`src/rtl/imem_pkg.sv`:
```
// rtl/imem_pkg.sv - shared defaults and tag types for the instruction-memory arbiter
package imem_pkg;

    localparam int NUM_CORES_DEF = 4;
    localparam int ADDR_W_DEF    = 32;
    localparam int DATA_W_DEF    = 32;
    localparam int CORE_ID_W     = $clog2(NUM_CORES_DEF);

    typedef logic [CORE_ID_W-1:0] core_id_t;

    typedef struct packed {
        logic     valid;
        core_id_t id;
    } tag_t;

endpackage

```
`src/rtl/rr_arbiter.sv`:
```
// rtl/rr_arbiter.sv - round-robin one-hot pick with rotating priority pointer
module rr_arbiter
    import imem_pkg::*;
#(
    parameter int NUM_CORES = NUM_CORES_DEF
) (
    input  logic                 clk,
    input  logic                 rst,
    input  logic [NUM_CORES-1:0] req,
    output logic [NUM_CORES-1:0] gnt,
    output core_id_t             win_id
);

    core_id_t rr_ptr;
    logic     found;
    int       idx;
    core_id_t cid;

    // scan upward from rr_ptr, wrapping, and take the first requester
    always_comb begin
        gnt    = '0;
        win_id = '0;
        found  = 1'b0;
        idx    = 0;
        cid    = '0;
        for (int i = 0; i < NUM_CORES; i++) begin
            idx = int'(rr_ptr) + i;
            if (idx >= NUM_CORES) begin
                idx = idx - NUM_CORES;
            end
            cid = core_id_t'(idx);
            if (!found && req[cid]) begin
                found    = 1'b1;
                gnt[cid] = 1'b1;
                win_id   = cid;
            end
        end
    end

    // after a grant the core just served drops to lowest priority
    always_ff @(posedge clk) begin
        if (rst) begin
            rr_ptr <= '0;
        end else if (found) begin
            if (win_id == core_id_t'(NUM_CORES - 1)) begin
                rr_ptr <= '0;
            end else begin
                rr_ptr <= win_id + core_id_t'(1);
            end
        end
    end

endmodule

```
`src/rtl/imem_arbiter.sv`:
```
// rtl/imem_arbiter.sv - shares one instruction-memory read port among core fetch stages
module imem_arbiter
    import imem_pkg::*;
#(
    parameter int NUM_CORES   = NUM_CORES_DEF,
    parameter int ADDR_W      = ADDR_W_DEF,
    parameter int DATA_W      = DATA_W_DEF,
    parameter int MEM_LATENCY = 1
) (
    input  logic                        clk,
    input  logic                        rst,
    input  logic [NUM_CORES-1:0]        req,
    input  logic [NUM_CORES*ADDR_W-1:0] req_addr,
    input  logic [NUM_CORES-1:0]        flush,
    output logic [NUM_CORES-1:0]        gnt,
    output logic                        mem_en,
    output logic [ADDR_W-1:0]           mem_addr,
    input  logic [DATA_W-1:0]           mem_rdata,
    output logic [NUM_CORES-1:0]        rsp_valid,
    output logic [DATA_W-1:0]           rsp_ins
);

    logic [NUM_CORES-1:0] eligible;
    core_id_t             win_id;
    tag_t                 pipe [MEM_LATENCY];
    tag_t                 tail;

    // a flushing core cannot win, and nothing is granted while in reset
    assign eligible = req & ~flush & {NUM_CORES{~rst}};

    rr_arbiter #(
        .NUM_CORES (NUM_CORES)
    ) u_rr (
        .clk    (clk),
        .rst    (rst),
        .req    (eligible),
        .gnt    (gnt),
        .win_id (win_id)
    );

    assign mem_en = |gnt;

    // route the winner's PC to memory; address is zero when idle
    always_comb begin
        mem_addr = '0;
        for (int k = 0; k < NUM_CORES; k++) begin
            if (gnt[k]) begin
                mem_addr = req_addr[k*ADDR_W +: ADDR_W];
            end
        end
    end

    // tag shift register follows each read through the memory latency;
    // a flush kills that core's entries as they advance
    always_ff @(posedge clk) begin
        if (rst) begin
            for (int i = 0; i < MEM_LATENCY; i++) begin
                pipe[i] <= '0;
            end
        end else begin
            pipe[0].valid <= mem_en;
            pipe[0].id    <= win_id;
            for (int i = 1; i < MEM_LATENCY; i++) begin
                pipe[i].valid <= pipe[i-1].valid & ~flush[pipe[i-1].id];
                pipe[i].id    <= pipe[i-1].id;
            end
        end
    end

    assign tail = pipe[MEM_LATENCY-1];

    // steer the returning instruction to its core unless that core is flushing now
    always_comb begin
        rsp_valid = '0;
        rsp_ins   = '0;
        if (!rst && tail.valid && !flush[tail.id]) begin
            rsp_valid[tail.id] = 1'b1;
            rsp_ins            = mem_rdata;
        end
    end

endmodule

```
`config.mk`:
```
export PLATFORM = sky130hd
export DESIGN_NAME = imem_arbiter
export DESIGN_NICKNAME = d
export VERILOG_FILES = /design/src/rtl/imem_pkg.sv /design/src/rtl/rr_arbiter.sv /design/src/rtl/imem_arbiter.sv
export SDC_FILE = /design/constraint.sdc
export NUM_CORES = 1
export LEC_CHECK = 0
export ABC_AREA = 1
export ABC_CLOCK_PERIOD_IN_PS = 2800
export CORE_MARGIN = 2
export CORE_UTILIZATION = 26
export CTS_CLUSTER_SIZE = 25
export DETAILED_ROUTE_END_ITERATION = 7
export GPL_ROUTABILITY_DRIVEN = 0
export GPL_TIMING_DRIVEN = 0
export PLACE_DENSITY = 0.77
export SLEW_MARGIN = 5
export SYNTH_ARGS = -nofsm -noshare
export SYNTH_HDL_FRONTEND = slang
export SYNTH_SLANG_ARGS = --single-unit
export TNS_END_PERCENT = 20
```
`constraint.sdc`:
```
create_clock -name clk -period 2.8 [get_ports clk]
set_clock_uncertainty 0.1 [all_clocks]
set_input_delay 0.56 -clock clk [delete_from_list [all_inputs] [get_ports clk]]
set_output_delay 0.56 -clock clk [all_outputs]
set_load 0.005 [all_outputs]
```
==> results of run 1 <==
==> kinds of logic (layout without fill, tap and decap cells) <==
kind of cell / after synthesis / in the layout / synth area share [%]
and+or+nand+nor: 348 / 348 / 66.9
AOI/OAI and AO/OA: 36 / 36 / 8.32
adders and majority gates: 7 / 7 / 3.94
buffers and inverters: 76 / 389 / 16.4
DFF: 5 / 5 / 4.50
==> through the flow <==
stage                     total power [mW]  utilization (%)  hold slack [ns]  setup WS, ns  TNS, ns
after global routing                  5.06             74.0            0.455        -0.541   -15.82
final                                 4.76             74.0            0.455        -0.378   -10.83
after detailed placement              3.22             57.9            0.527         -1.13   -53.76
after CTS                             4.23             69.9            0.467        -0.307    -7.78
after floorplan                       1.71                -            0.443        0.0721        0
after global placement                3.18             57.9            0.531         -1.12   -51.56
==> where the power goes <==
| group | total, mW | internal [mW] | switching [mW] |
|---|---|---|---|
| logic | 4.47 | 2.21 | 2.26 |
| clock network | 0.132 | 0.0976 | 0.0339 |
| registers | 0.154 | 0.113 | 0.0414 |
==> placed cells by master (no fill, tap or decap), types with 13 or more instances in the layout <==
| cell | synthesis | final |
|---|---|---|
| buf_4 | 8 | 37 |
| inv_1 | 46 | 44 |
| a21oi_2 | 0 | 22 |
| nand3_2 | 7 | 22 |
| nand2_2 | 5 | 19 |
| buf_8 | 0 | 13 |
| nand3_1 | 59 | 35 |
| buf_6 | 5 | 34 |
| nor2_2 | 2 | 16 |
| buf_2 | 9 | 34 |
| nor2_1 | 106 | 83 |
| clkdlybuf4s50_1 | 0 | 196 |
| nand2_1 | 161 | 138 |
==> critical path, cell delays in order, from the launching register on <==
cell,delay (ns)
dfxtp_4,0.38
buf_4,0.20
nand3_2,0.13
nand3_2,0.11
nand2_4,0.10
buf_6,0.14
nand3_1,0.08
nand2_1,0.07
nor2_2,0.16
nand2_4,0.10
buf_12,0.14
inv_8,0.09
clkbuf_16,0.16
nor2_4,0.03
nor2_1,0.12
nand2_1,0.08
nand2_1,0.07
buf_2,0.13
==> flip-flops by register name, summed over array words and instances, names as in the netlist <==
register and count:
u_rr.rr_ptr 2, pipe 3
==> repair_timing <==
item / in CTS / in global routing
setup endpoints to repair: 73 / 67
resized for setup: 328 / 73
pin swaps: 46 / 57
gates cloned: 4 / 2
buffers inserted: 54 / 10
==> cell type report <==
class	instances	area (µm²)	area share, %
plain buffers	24	287	4.69
clock buffers	4	45.0	0.737
inverters	51	225	3.69
multi-input cells	391	2310	37.9
flip-flops and latches	5	110	1.80
well taps	105	131	2.15
repair buffers	310	3000	49.1
==> per-layer routing <==
metal / global-route usage [%] / share of wire [%]
met1: 30.9 / 37
met2: 51.0 / 50
met3: 4.97 / 7.2
met4: 10.1 / 5.1
met5: 0 / 0
==> worst paths after layout <==
check | start | endpoint | slack, ns | depth (start not counted)
max | u_rr.rr_ptr[0] | mem_addr[19] | -0.38 | 17
min | rst | u_rr.rr_ptr[1] | 0.45 | 2
min reg2reg | u_rr.rr_ptr[0] | u_rr.rr_ptr[0] | 0.51 | 2
max reg2reg | u_rr.rr_ptr[1] | pipe[0][2] | 0.45 | 15
==> results.ini, run 1 <==
[cts]
clk_latency_ns = 0.22
cts.clk_slew.worst_paths_ns = 0.04
hold_buffers = 0
numCtsBuffers = 3
clockRootBuffer = clkbuf_8
cts_tree = done
clockBufferDepth = 2
cts_sinks = 5
htree_levels = 1

[route]
dr.pass1.iters = 5
vias = 4460
via_per_inst = 5.01
wl_per_cell_um = 17.1
drt_iter0_drc = 304
wirelength_um = 15200
antenna_left = 0
drc = 0

[grt]
grt_pass1_vias = 4230
antenna_found_initial = 0
grt_usage_pct = 27.4
grt-ovfl-total = 0
grt_max_degree = 13
grt_pass1_wl_um = 20200

[timing]
worst_slack_ns = -0.378
worst_pin_slew_ns = 0.396
setup_viol = 38
slew_headroom_pct = 73.6
finalHoldViolCount = 0
rsz0062_at_grt = yes
drv_slew = 0
max_freq_ghz = 0.315
fin_crit_ns = 3.18
period_share_pct = 113

[finish]
nets = 963
diodes = 0
final_cells = 890
areaGrowthSynthToFinish_pct = 175
layout-drive-gt1-share_pct = 33.6
fin_area_um2 = 6110
fill_cells = 572

[run_status]
status = finished, violations left
violations = setup timing

[synth]
synthFlopType = dfxtp_1
ys_seq_elements = 5
synth_most_common_cell = nand2_1
postSynthAreaPerCell_um2 = 4.71
synth_top_area_share_pct = 27.2
synth_common_cells = 161 x nand2_1, 106 x nor2_1, 59 x nand3_1
ys_warn_count = 0
synth_edf_count = 0
synthDistinctLibCells = 25
synth_top_area_cell = nand2_1
syn_inst = 472
synth_seq_area_share_pct = 4.50
synthArstFlopShare_pct = 0
ys_top_cells_by_area = nand2_1 27%, nor2_1 18%, nand3_1 13%
synthesis.nets = 649
netlist_area_um2 = 2220

[setup_path]
cp.arrival_ns = 2.52
crit_fanout = 7
cp_data_required_time_ns = 2.14
path_class = reg -> out
end_kind = output pin
worstSetupStartpointType = register

[placement]
dpl.cell_count = 819
hpwl_um = 9430
dpl_cell_area_um2 = 4780
port_buffers = 242

[floorplan]
initial_core_util_pct = 26.9
die_area_um2 = 9310
core_area_um2 = 8260
die_x_um = 96.5
rows = 33
io_pins = 243
die_h_um = 96.5

[run]
maxCapViolCount = 0

[power]
ir_drop_v = 0.000415
p_leak_nw = 2.97
power_density_nw_per_um2 = 779

[worst_hold_path]
min_path_type = in -> reg

Power figures use the tool's default switching activity.
==> run 2: changes to the inputs <==
Settings changed: CORE_ASPECT_RATIO from default to 1.75.
==> results.ini, run 2 (synthesized netlist as in run 1, its figures left out) <==
[finish]
final_cells = 897  ; was 890
areaGrowthSynthToFinish_pct = 178  ; was 175%
reg_top3 = pipe (3), u_rr.rr_ptr (2)  ; unchanged
layout-drive-gt1-share_pct = 30.9  ; was 33.6%
layout_common_cells = 197 x clkdlybuf4s50_1, 141 x nand2_1, 84 x nor2_1  ; was 196 x clkdlybuf4s50_1, 138 x nand2_1, 83 x nor2_1
largest_reg_flops = 3  ; unchanged
diodes = 0  ; unchanged
nets = 960  ; was 963
max_flop_register = pipe  ; unchanged
mostFrequentLayoutCell = clkdlybuf4s50_1  ; unchanged

[setup_path]
cp.depth = 18  ; was 17
cp.buffers_inverters = 6  ; unchanged
path_cells = buf_12 > nor2_4 > nand3_4 > nand3_4 > nand2_8 > buf_12 > nand3_2 > nand2_2 > nor2_4 > nand2_8 > buf_6 > buf_6 > buf_4 > nand3_2 > nand2_1 > nand2_1 > nand2_1 > buf_2  ; was buf_4 > nand3_2 > nand3_2 > nand2_4 > buf_6 > nand3_1 > nand2_1 > nor2_2 > nand2_4 > buf_12 > inv_8 > clkbuf_16 > nor2_4 > nor2_1 > nand2_1 > nand2_1 > buf_2
crit_path_end = mem_addr[2]  ; was mem_addr[19]
cp_top_family = simple AND/OR/NAND/NOR gates  ; unchanged
max_stage_delay_ns = 0.18  ; was 0.38 ns
cp_slowest_cell = nor2_4  ; was dfxtp_4
end_kind = output pin  ; unchanged
crit_fanout = 7  ; unchanged
critPathMostFrequentCell = nand2_1  ; unchanged
path_class = in -> out  ; was reg -> out
worstSetupStartpointType = primary input  ; was register
cp_data_required_time_ns = 2.14  ; about the same
worstReg2RegStart = u_rr.rr_ptr[1]  ; unchanged
cp.arrival_ns = 2.47  ; was 2.52 ns
r2r-end = pipe[0][2]  ; unchanged
ff2ff_setup_slack_ns = 0.52  ; was 0.45 ns
reg2regPathDepth = 14  ; was 15
critPathLaunch = rst  ; was u_rr.rr_ptr[0]

[cts]
clk_latency_ns = 0.23  ; was 0.22 ns
numCtsBuffers = 3  ; unchanged
clockBufferDepth = 2  ; unchanged
cts_sinks = 5  ; unchanged
cts_tree = done  ; unchanged
htree_levels = 1  ; unchanged
cts.clk_slew.worst_paths_ns = 0.03  ; was 0.04 ns
clockRootBuffer = clkbuf_16  ; was clkbuf_8

[floorplan]
initial_core_util_pct = 26.8  ; was 26.9%
io_pins = 243  ; unchanged
die_x_um = 73.9  ; was 96.5 µm
rows = 44  ; was 33
die_area_um2 = 9340  ; was 9310 µm²
die_h_um = 126  ; was 96.5 µm
core_area_um2 = 8310  ; was 8260 µm²

[route]
wl_per_cell_um = 15.6  ; was 17.1 µm
drc = 0  ; unchanged
wirelength_um = 14000  ; was 15200 µm
antenna_left = 0  ; unchanged
dr.pass1.iters = 4  ; was 5
drt_iter0_drc = 152  ; was 304
vias = 4193  ; was 4460
via_per_inst = 4.67  ; was 5.01

[grt]
grt-ovfl-total = 0  ; unchanged
grt_busiest_layer = met2  ; unchanged
grtUsageMet2_pct = 50.9  ; was 51.0%
grt_max_degree = 11  ; was 13
grt_pass1_vias = 4017  ; was 4230
grt_pass1_wl_um = 19500  ; was 20200 µm
use_met1_pct = 27.6  ; was 30.9%
antenna_found_initial = 0  ; unchanged
gr-usage-met3_pct = 3.34  ; was 4.97%
grt_usage_pct = 26.4  ; was 27.4%

[power]
p_leak_nw = 3.10  ; was 2.97 nW
ir_drop_v = 0.000620  ; was 0.000415 V
power_density_nw_per_um2 = 765  ; was 779 nW/µm²

[timing]
fin_hold_ws_ns = 0.522  ; was 0.455 ns
finalHoldViolCount = 0  ; unchanged
drv_slew = 0  ; unchanged
period_share_pct = 112  ; was 113%
max_freq_ghz = 0.320  ; was 0.315 GHz
worst_pin_slew_ns = 0.385  ; was 0.396 ns
slew_headroom_pct = 74.3  ; was 73.6%
fin_crit_ns = 3.13  ; was 3.18 ns
rsz0062_at_grt = yes  ; unchanged
worst_slack_ns = -0.328  ; was -0.378 ns
setup_viol = 34  ; was 38

[run_status]
violations = setup timing  ; unchanged
status = finished, violations left  ; unchanged

[worst_hold_path]
min_path_type = in -> reg  ; unchanged
worstHoldStart = rst  ; unchanged

[placement]
dpl.cell_count = 829  ; was 819
hpwl_um = 9250  ; was 9430 µm
port_buffers = 242  ; unchanged

[run]
maxCapViolCount = 0  ; unchanged

-- run 2: worst min path at each step --
stage	slack, ns	endpoint	cells past startpoint
after detailed placement	0.51	u_rr.rr_ptr[1]	2
after CTS	0.41	u_rr.rr_ptr[1]	2
after global placement	0.50	u_rr.rr_ptr[1]	2
final	0.52	u_rr.rr_ptr[1]	3
after global routing	0.53	u_rr.rr_ptr[1]	3
after floorplan	0.44	u_rr.rr_ptr[1]	2
-- run 2: layout make-up --
type / count / area, µm²
Sequential cell: 5 / 108
Buffer: 23 / 270
Fill cell: 625 / 2120
Tap cell: 115 / 144
Clock buffer: 4 / 78.8
Multi-Input combinational cell: 391 / 2380
Timing Repair Buffer: 308 / 2980
Inverter: 51 / 231
-- run 2: worst min-delay path, cell delays in order --
cell and delay [ns]:
buf_12 0.11, buf_4 0.11, a21oi_1 0.03
-- run 2: what timing repair did --
action | in CTS | in global routing
gates cloned | 12 | 1
gates resized for setup | 215 | 149
buffers inserted | 33 | 22
hold buffers | 0 | 0
endpoints found under the setup margin | 73 | 67
pin swaps | 29 | 39
-- run 2: power breakdown --
group	total [mW]	switching [mW]	internal (mW)
clock	0.242	0.0528	0.189
sequential	0.152	0.0418	0.110
combinational	4.34	2.15	2.19
-- run 2: per-layer routing --
layer  vias up  wire length [µm]
met5         -                 0
met4         0               488
met3        36               751
met2       166              7650
met1      1901              5090
li1       2090                 -
-- run 2: through the flow --
| stage | util (%) | total power, mW | setup WS [ns] | area (µm²) | setup TNS (ns) |
|---|---|---|---|---|---|
| 6_report | 74.5 | 4.74 | -0.328 | 6190 | -8.53 |
| 4_1_cts | 69.0 | 4.36 | -0.513 | 5740 | -12.98 |
| 3_3_place_gp | 57.6 | 3.18 | -1.06 | 4790 | -52.47 |
| 2_1_floorplan | - | 1.71 | 0.0721 | 2220 | 0 |
| 3_5_place_dp | 57.6 | 3.21 | -1.13 | 4790 | -56.05 |
| 5_1_grt | 74.5 | 5.05 | -0.389 | 6190 | -12.43 |
